===== config.mk =====
export PLATFORM = sky130hd
export DESIGN_NAME = tlx_dlx_flit_tx_credit
export DESIGN_NICKNAME = d
export VERILOG_FILES = /design/src/rtl/tlx_dlx_flit_tx_credit.sv
export SDC_FILE = /design/constraint.sdc
export NUM_CORES = 2
export LEC_CHECK = 0
export ABC_AREA = 1
export CAP_MARGIN = 20
export CELL_PAD_IN_SITES_DETAIL_PLACEMENT = 0
export CELL_PAD_IN_SITES_GLOBAL_PLACEMENT = 1
export CORE_ASPECT_RATIO = 0.5
export CORE_MARGIN = 5
export CORE_UTILIZATION = 53
export DETAILED_ROUTE_END_ITERATION = 7
export PLACE_DENSITY_LB_ADDON = 0.1
export SETUP_SLACK_MARGIN = 0.1
export SLEW_MARGIN = 20
export SYNTH_ARGS = -nofsm -noshare
export SYNTH_HDL_FRONTEND = slang
export SYNTH_SLANG_ARGS = --single-unit

===== constraint.sdc =====
create_clock -name tx_clk_402MHz -period 56.6 [get_ports tx_clk_402MHz]
set_input_delay 11.32 -clock tx_clk_402MHz [delete_from_list [all_inputs] [get_ports tx_clk_402MHz]]
set_output_delay 11.32 -clock tx_clk_402MHz [all_outputs]
set_load 0.05 [all_outputs]

===== src/rtl/tlx_dlx_flit_tx_credit.sv =====
// -----------------------------------------------------------------------------
// tlx_dlx_flit_tx_credit
//
// Upstream transmit stage for the DLx. Flits from the TLX framer are buffered
// in a small FIFO. A flit is released to the DLx only when a transmit credit
// is available. The initial credit count is loaded from
// dlx_tlx_init_flit_depth at link-up. Credits are then replenished by
// single-cycle dlx_tlx_flit_credit pulses. All logic runs on the rising edge
// of tx_clk_402MHz.
//
// Ports
//   tx_clk_402MHz            in   clock
//   reset_n                  in   asynchronous active-low reset
//   dlx_tlx_link_up          in   DLx training complete (level)
//   dlx_tlx_init_flit_depth  in   initial credit count, sampled in LOAD
//   dlx_tlx_flit_credit      in   1-cycle pulse, one credit returned
//   tl_flit / tl_flit_valid  in   flit offered by the framer
//   tl_flit_ready            out  flit is accepted on this edge if valid
//   tlx_dlx_flit             out  flit to the DLx (holds its last value)
//   tlx_dlx_flit_valid       out  1-cycle strobe per issued flit
//   credit_count             out  credits currently available
//   fifo_level               out  occupied FIFO entries
//   credit_ovf_err           out  sticky: credit returned while at MAX_CRED
// -----------------------------------------------------------------------------
module tlx_dlx_flit_tx_credit #(
  parameter int FLIT_W     = 512,
  parameter int FIFO_DEPTH = 8,   // power of 2, >= 2
  parameter int CNT_W      = 4    // must hold 7 + 1 for the LOAD-cycle pulse
) (
  input  logic                          tx_clk_402MHz,
  input  logic                          reset_n,
  input  logic                          dlx_tlx_link_up,
  input  logic [2:0]                    dlx_tlx_init_flit_depth,
  input  logic                          dlx_tlx_flit_credit,
  input  logic [FLIT_W-1:0]             tl_flit,
  input  logic                          tl_flit_valid,
  output logic                          tl_flit_ready,
  output logic [FLIT_W-1:0]             tlx_dlx_flit,
  output logic                          tlx_dlx_flit_valid,
  output logic [CNT_W-1:0]              credit_count,
  output logic [$clog2(FIFO_DEPTH):0]   fifo_level,
  output logic                          credit_ovf_err
);

  localparam int PTR_W = $clog2(FIFO_DEPTH);
  localparam int LVL_W = PTR_W + 1;
  localparam logic [CNT_W-1:0] MAX_CRED = {CNT_W{1'b1}};

  typedef enum logic [1:0] {
    ST_IDLE = 2'd0,
    ST_LOAD = 2'd1,
    ST_RUN  = 2'd2
  } state_e;

  state_e             state_q, state_d;
  logic [CNT_W-1:0]   credit_q, credit_d;
  logic               ovf_q, ovf_d;
  logic [PTR_W-1:0]   wr_ptr_q, rd_ptr_q;
  logic [LVL_W-1:0]   level_q;
  logic [FLIT_W-1:0]  flit_q;
  logic               flit_valid_q;
  logic [FLIT_W-1:0]  mem_q [FIFO_DEPTH];

  logic run;
  logic flush;
  logic push;
  logic issue;

  assign run   = (state_q == ST_RUN);
  // A link drop in RUN flushes everything on the same edge. Issue is
  // suppressed there so that no strobe leaves during the drop.
  assign flush = run && !dlx_tlx_link_up;

  assign tl_flit_ready = run && (level_q < LVL_W'(FIFO_DEPTH));
  assign push          = tl_flit_valid && tl_flit_ready;
  assign issue         = run && dlx_tlx_link_up && (level_q != '0) && (credit_q != '0);

  // ---------------------------------------------------------------------------
  // FSM next state and credit arithmetic
  // ---------------------------------------------------------------------------
  always_comb begin
    // NOTE: every output of this block gets a default first, so no path
    // through the case can leave a value unassigned and infer a latch.
    state_d  = state_q;
    credit_d = credit_q;
    ovf_d    = ovf_q;
    unique case (state_q)
      ST_IDLE: begin
        credit_d = '0;          // credit pulses are ignored until link-up
        if (dlx_tlx_link_up) state_d = ST_LOAD;
      end
      ST_LOAD: begin
        credit_d = CNT_W'(dlx_tlx_init_flit_depth) + CNT_W'(dlx_tlx_flit_credit);
        state_d  = ST_RUN;
      end
      ST_RUN: begin
        if (!dlx_tlx_link_up) begin
          state_d  = ST_IDLE;
          credit_d = '0;
        end else if (dlx_tlx_flit_credit && !issue) begin
          if (credit_q == MAX_CRED) ovf_d = 1'b1;   // saturate, flag the overflow
          else                      credit_d = credit_q + CNT_W'(1);
        end else if (!dlx_tlx_flit_credit && issue) begin
          credit_d = credit_q - CNT_W'(1);
        end
      end
      default: state_d = ST_IDLE;
    endcase
  end

  // NOTE: state elements use non-blocking assignments only, so every flop
  // samples pre-edge values regardless of block ordering.
  always_ff @(posedge tx_clk_402MHz or negedge reset_n) begin
    if (!reset_n) begin
      state_q  <= ST_IDLE;
      credit_q <= '0;
      ovf_q    <= 1'b0;
    end else begin
      state_q  <= state_d;
      credit_q <= credit_d;
      ovf_q    <= ovf_d;
    end
  end

  // ---------------------------------------------------------------------------
  // FIFO pointers and level (pointers wrap naturally, FIFO_DEPTH is 2**PTR_W)
  // ---------------------------------------------------------------------------
  always_ff @(posedge tx_clk_402MHz or negedge reset_n) begin
    if (!reset_n) begin
      wr_ptr_q <= '0;
      rd_ptr_q <= '0;
      level_q  <= '0;
    end else if (flush) begin
      wr_ptr_q <= '0;
      rd_ptr_q <= '0;
      level_q  <= '0;
    end else begin
      if (push)  wr_ptr_q <= wr_ptr_q + PTR_W'(1);
      if (issue) rd_ptr_q <= rd_ptr_q + PTR_W'(1);
      if (push && !issue)      level_q <= level_q + LVL_W'(1);
      else if (!push && issue) level_q <= level_q - LVL_W'(1);
    end
  end

  // NOTE: the storage array has no reset. Its contents are only read
  // behind level_q, which is reset, so clearing 4 kbit of flops buys nothing.
  always_ff @(posedge tx_clk_402MHz) begin
    if (push) mem_q[wr_ptr_q] <= tl_flit;
  end

  // ---------------------------------------------------------------------------
  // Output register: valid is a 1-cycle strobe, data holds between strobes
  // ---------------------------------------------------------------------------
  always_ff @(posedge tx_clk_402MHz or negedge reset_n) begin
    if (!reset_n) begin
      flit_q       <= '0;
      flit_valid_q <= 1'b0;
    end else begin
      flit_valid_q <= issue;
      if (issue) flit_q <= mem_q[rd_ptr_q];
    end
  end

  assign tlx_dlx_flit       = flit_q;
  assign tlx_dlx_flit_valid = flit_valid_q;
  assign credit_count       = credit_q;
  assign fifo_level         = level_q;
  assign credit_ovf_err     = ovf_q;

endmodule


Word-level counts from Yosys, hierarchy flattened
Memory sizes are Yosys's and may differ from the RTL's. A register that Yosys moved wholly into a read port is not among the register bits.
Cells that the tools add are included.
- flip-flop bits (word level): 18
- RAM bits: 4096
- input port bits: 520
- output and inout port bits: 523
- logic and storage cells: 65
- memories kept: 1
- add/subtract/negate cells: 7
- magnitude comparators: 1
- equality and inequality tests: 7
- mux-type cells: 17
- reductions and logical operators: 25
- memories (name ; words ; width ; rd ports ; clocked after Yosys merged registers in ; wr ports ; line ; text):
    mem_q ; 8 ; 512 ; 1 ; 1 ; 1 ; 62 ; logic [FLIT_W-1:0] mem_q [FIFO_DEPTH];
- operator list (kind ; count):
    $mux 4 ; 7
    $mux 3 ; 4
    $pmux 4 s3 ; 1
    $logic_and 1x1->1 ; 10
    $add 4x1->4 const B ; 2
    $reduce_bool 4->1 ; 2
    $sub 4x1->4 const B ; 2
    $add 3x1->3 const B ; 2
    $pmux 2 s3 ; 1
    $reduce_bool 3->1 ; 2
    $logic_not 1->1 ; 5
    $add 3x1->4 ; 1
    $eq 4x4->1 const B ; 1
    $lt 4x4->1 const B ; 1
    $mux 2 ; 2
    $ne 2x2->1 const B ; 2
    $ne 4x2->1 const B ; 1
    $ne 4x4->1 const B ; 1
    $reduce_and 4->1 ; 1
    $reduce_bool 2->1 ; 2
    $reduce_and 3->1 ; 1
    $eq 2x1->1 const B ; 1
    $eq 2x2->1 const B ; 1
    $logic_not 2->1 ; 1
    other kinds (2) ; 3

Longest topological paths before layout
- word-level depth: 9
- depth in mapped cells: 18
- mapped depth without buffers: 16

Worst setup path after synthesis
Ideal clock, no wire load.
- kind: input to register
- start point: in tl_flit_valid
- end point: mem mem_q[0][0] (enable)
- data arrival time: 46044 ps
- path slack: 8539 ps
- cell stages on the path: 4
- cell sequence: nand3_1 > inv_1 > nand2_1 > nor3_1
- word-level cells in the longest chain between the ends: 3
- RTL lines (element ; line ; text):
    from (decl) ; 36 ; input logic tl_flit_valid,
    $logic_and 1x1->1 ; 75 ; assign push = tl_flit_valid && tl_flit_ready;
    $mux 1 ; 148 ; if (push) mem_q[wr_ptr_q] <= tl_flit;
    $mux 1 (not written as such) ; 148 ;
    to (decl) ; 62 ;
Every way passes these cells.

Worst setup path after layout
- start point: in tl_flit_valid
- end point: mem mem_q[5][50] (enable)
Same word-level chain as after synthesis.

==> flow_summary_export.csv <==
group,metric,value,unit
outcome,outcome,"completed",
hold_path,hold_class,"flop to flop",
route,dr.first_iter.drc_count,10300,
clock_network,postCtsResizedCells,0,
sta,drv_slew,0,
route,dr_wl_met3,22300,um
logic_synthesis,netlist_area,176000,um^2
place,place_congestion,0.788,
sta,fin_tns_setup,0,ns
global_routing,grt_use_total,0.271,
logic_synthesis,synth_edf_count,4096,
final_layout,area_delta_synth_final,15.4,%
place,place_ws,38.94,ns
pwr,p_per_area,48.2,nW/um^2
clock_network,clock-sinks,4626,
floorplanning,die_h,418,um
logic_synthesis,synth_area_per_cell,13.3,um^2
final_layout,nets,14500,
sta,fmaxAchievable,59.8,MHz
logic_synthesis,synthesis.nets,13800,
sta,clock_skew,0.0397,ns
route,route.detailed.drc,0,
route,drt-met1-wl,197000,um
clock_network,post_cts_buffers,0,
sta,hold_viol,0,
final_layout,final_common_cell,"edfxtp_1",
clock_network,path_clk_slew,0.06,ns
final_layout,mostFrequentLayoutCells,"edfxtp_1, nor2_1, o21ai_0",
logic_synthesis,synthArstFlopShare,0.115,
critical_path,crit_start,"tl_flit_valid",
sta,max_slew_margin,0.141,
global_routing,grt-ovfl-total,0,
clock_network,cts_tree,"built",
route,dr_total_vias,110000,
logic_synthesis,yosys_warnings,0,
sta,fin_ws,39.88,ns
critical_path,critical-path-max-stage-delay,0.85,ns
global_routing,antenna_found_initial,165,
logic_synthesis,ys_types,26,
logic_synthesis,ys_ff_latch,4626,
clock_network,cts_inserted_buffers,402,
logic_synthesis,yosysSeqAreaShare,0.773,
critical_path,crit_arrival,17.25,ns
floorplanning,io_pins,1043,
critical_path,start_kind,"primary input",
sta,finalCriticalPeriod,16.72,ns
floorplanning,dieWidth,826,um
floorplanning,initial_core_util,0.534,
critical_path,path_cells,"clkdlybuf4s50_1 -> nand3_1 -> nor2_1 -> inv_1 -> nor2_4 -> buf_4 -> buf_4 -> buf_4 -> buf_4 -> buf_4 -> buf_4",
clock_network,holdBufCountCts,0,
critical_path,required,57.13,ns
logic_synthesis,syn_inst,13200,
floorplanning,dieArea,345000,um^2
route,wl_per_cell,25.3,um
floorplanning,coreArea,330000,um^2
global_routing,grt_start_max_net_pins,233,
clock_network,cts.path.max_buffers,4,
sta,rsz0062_at_grt,"false",
sta,max_slew.worst_pin.slew,1.29,ns
critical_path,endpoint_kind,"flop",
clock_network,htreeDepth,5,
flow_run,maxCapViolCount,0,
critical_path,path_class,"primary input to flop",
clock_network,cts_root_buf,"clkbuf_16",
place,dpl.hpwl,260000,um
place,postPlaceCellArea,190000,um^2
logic_synthesis,synth-main-ff-cell,"edfxtp_1",
critical_path,cp_max_fo,56,
route,drt_pass1_iterations,8,
route,drtAntennaViolNets,0,
route,avgViaCountPerCell,5.85,
sta,setup_viol,0,
pwr,p_leak,69.7,nW
critical_path,cp_common_cell,"buf_4",
global_routing,grt_first_pass_wirelength,704000,um
floorplanning,rows,149,
pwr,p_total,0.00981,W
hold_path,hp-start,"tlx_dlx_flit[500]",
final_layout,final_area,203000,um^2
place,port_buffers,1042,
critical_path,slowest_stage,"buf_4",
critical_path,r2r-start,"state_q[0]",
global_routing,grt_pass1_vias,107000,
route,drt-total-wl,477000,um
route,highest_layer,"met5",
sta,post-route-period-util,0.295,
pwr,ir_worst_vdd,45.5,uV
final_layout,drive_gt1_frac,0.0553,
route,wl_met2,240000,um
clock_network,clock_latency,0.94,ns
where the power goes:
part | switching, W | internal, W
Sequential | 0.000181 | 0.00397
Combinational | 0.00203 | 0.000832
Clock | 0.00123 | 0.00157
Total | 0.00344 | 0.00637
final timing paths:
check                                          to  slack [ns]  cells after the start
worst max-delay path                 mem_q[5][50]       39.88                     11
worst min-delay path            tlx_dlx_flit[500]        0.47                      2
worst max register to register       mem_q[5][50]       50.00                     12
worst min register to register  tlx_dlx_flit[500]        0.47                      2
max in group asynchronous       tlx_dlx_flit[465]       42.78                      5
min in group asynchronous       tlx_dlx_flit[241]       10.42                      1
worst max-delay path, delay by kind of cell:
kind	cells	cell delay [ns]
buffers and inverters	8	4.95
AND/OR/NAND/NOR	3	0.58
area by class of cell:
| cell class | count | area, um^2 |
|---|---|---|
| Tap cell | 4454 | 5570 |
| Fill cell | 25200 | 127000 |
| Inverter | 31 | 146 |
| Multi-Input combinational cell | 7662 | 35800 |
| Sequential cell | 4626 | 136000 |
| Timing Repair Buffer | 1237 | 12200 |
| Antenna cell | 82 | 205 |
| Clock inverter | 182 | 1930 |
| Clock buffer | 557 | 11200 |
cells by family (layout without fill, tap and decap cells):
family,count (synthesis),count (layout),share of synthesized area
flops,4626,4626,0.773
simple gates,4549,4549,0.0994
compound gates,3095,3095,0.102
buf+inv,940,2007,0.0240
fa+ha+maj,16,16,0.00122
xor+xnor,2,2,0.0000994
other cells,0,82,0
through the flow:
step | cells | hold slack (ns) | util
floorplan | 13200 | 0.503 | -
global placement | 18000 | 0.454 | 0.575
detailed placement | 18000 | 0.455 | 0.575
CTS | 18700 | 0.478 | 0.615
global route | 18800 | 0.492 | 0.615
finish | 18800 | 0.475 | 0.616
Yosys cell counts (all sizes together) (31+ instances only):
cell    number  share of area
buf        441          0.013
clkbuf     468          0.010
dfrtp      530          0.075
edfxtp    4096           0.70
inv         31        0.00066
nand2     1773          0.038
nand3      341         0.0097
nor2      2429          0.052
o211ai     356          0.015
o21ai     2060          0.058
o221ai     314          0.016
o22ai      355          0.013
state kept, by name (all words and copies together), names as in the netlist:
| signal | count |
|---|---|
| fifo_level | 4 |
| tlx_dlx_flit_valid | 1 |
| wr_ptr_q | 3 |
| mem_q | 4096 |
| rd_ptr_q | 3 |
| credit_count | 4 |
| state_q | 2 |
| credit_ovf_err | 1 |
| tlx_dlx_flit | 512 |
per-layer routing:
layer / up-vias / track usage
met5: - / 0
met4: 16 / 0.107
met3: 882 / 0.0314
met2: 3247 / 0.458
met1: 56100 / 0.363
li1: 49800 / -
(Power assumes the default switching activity.)
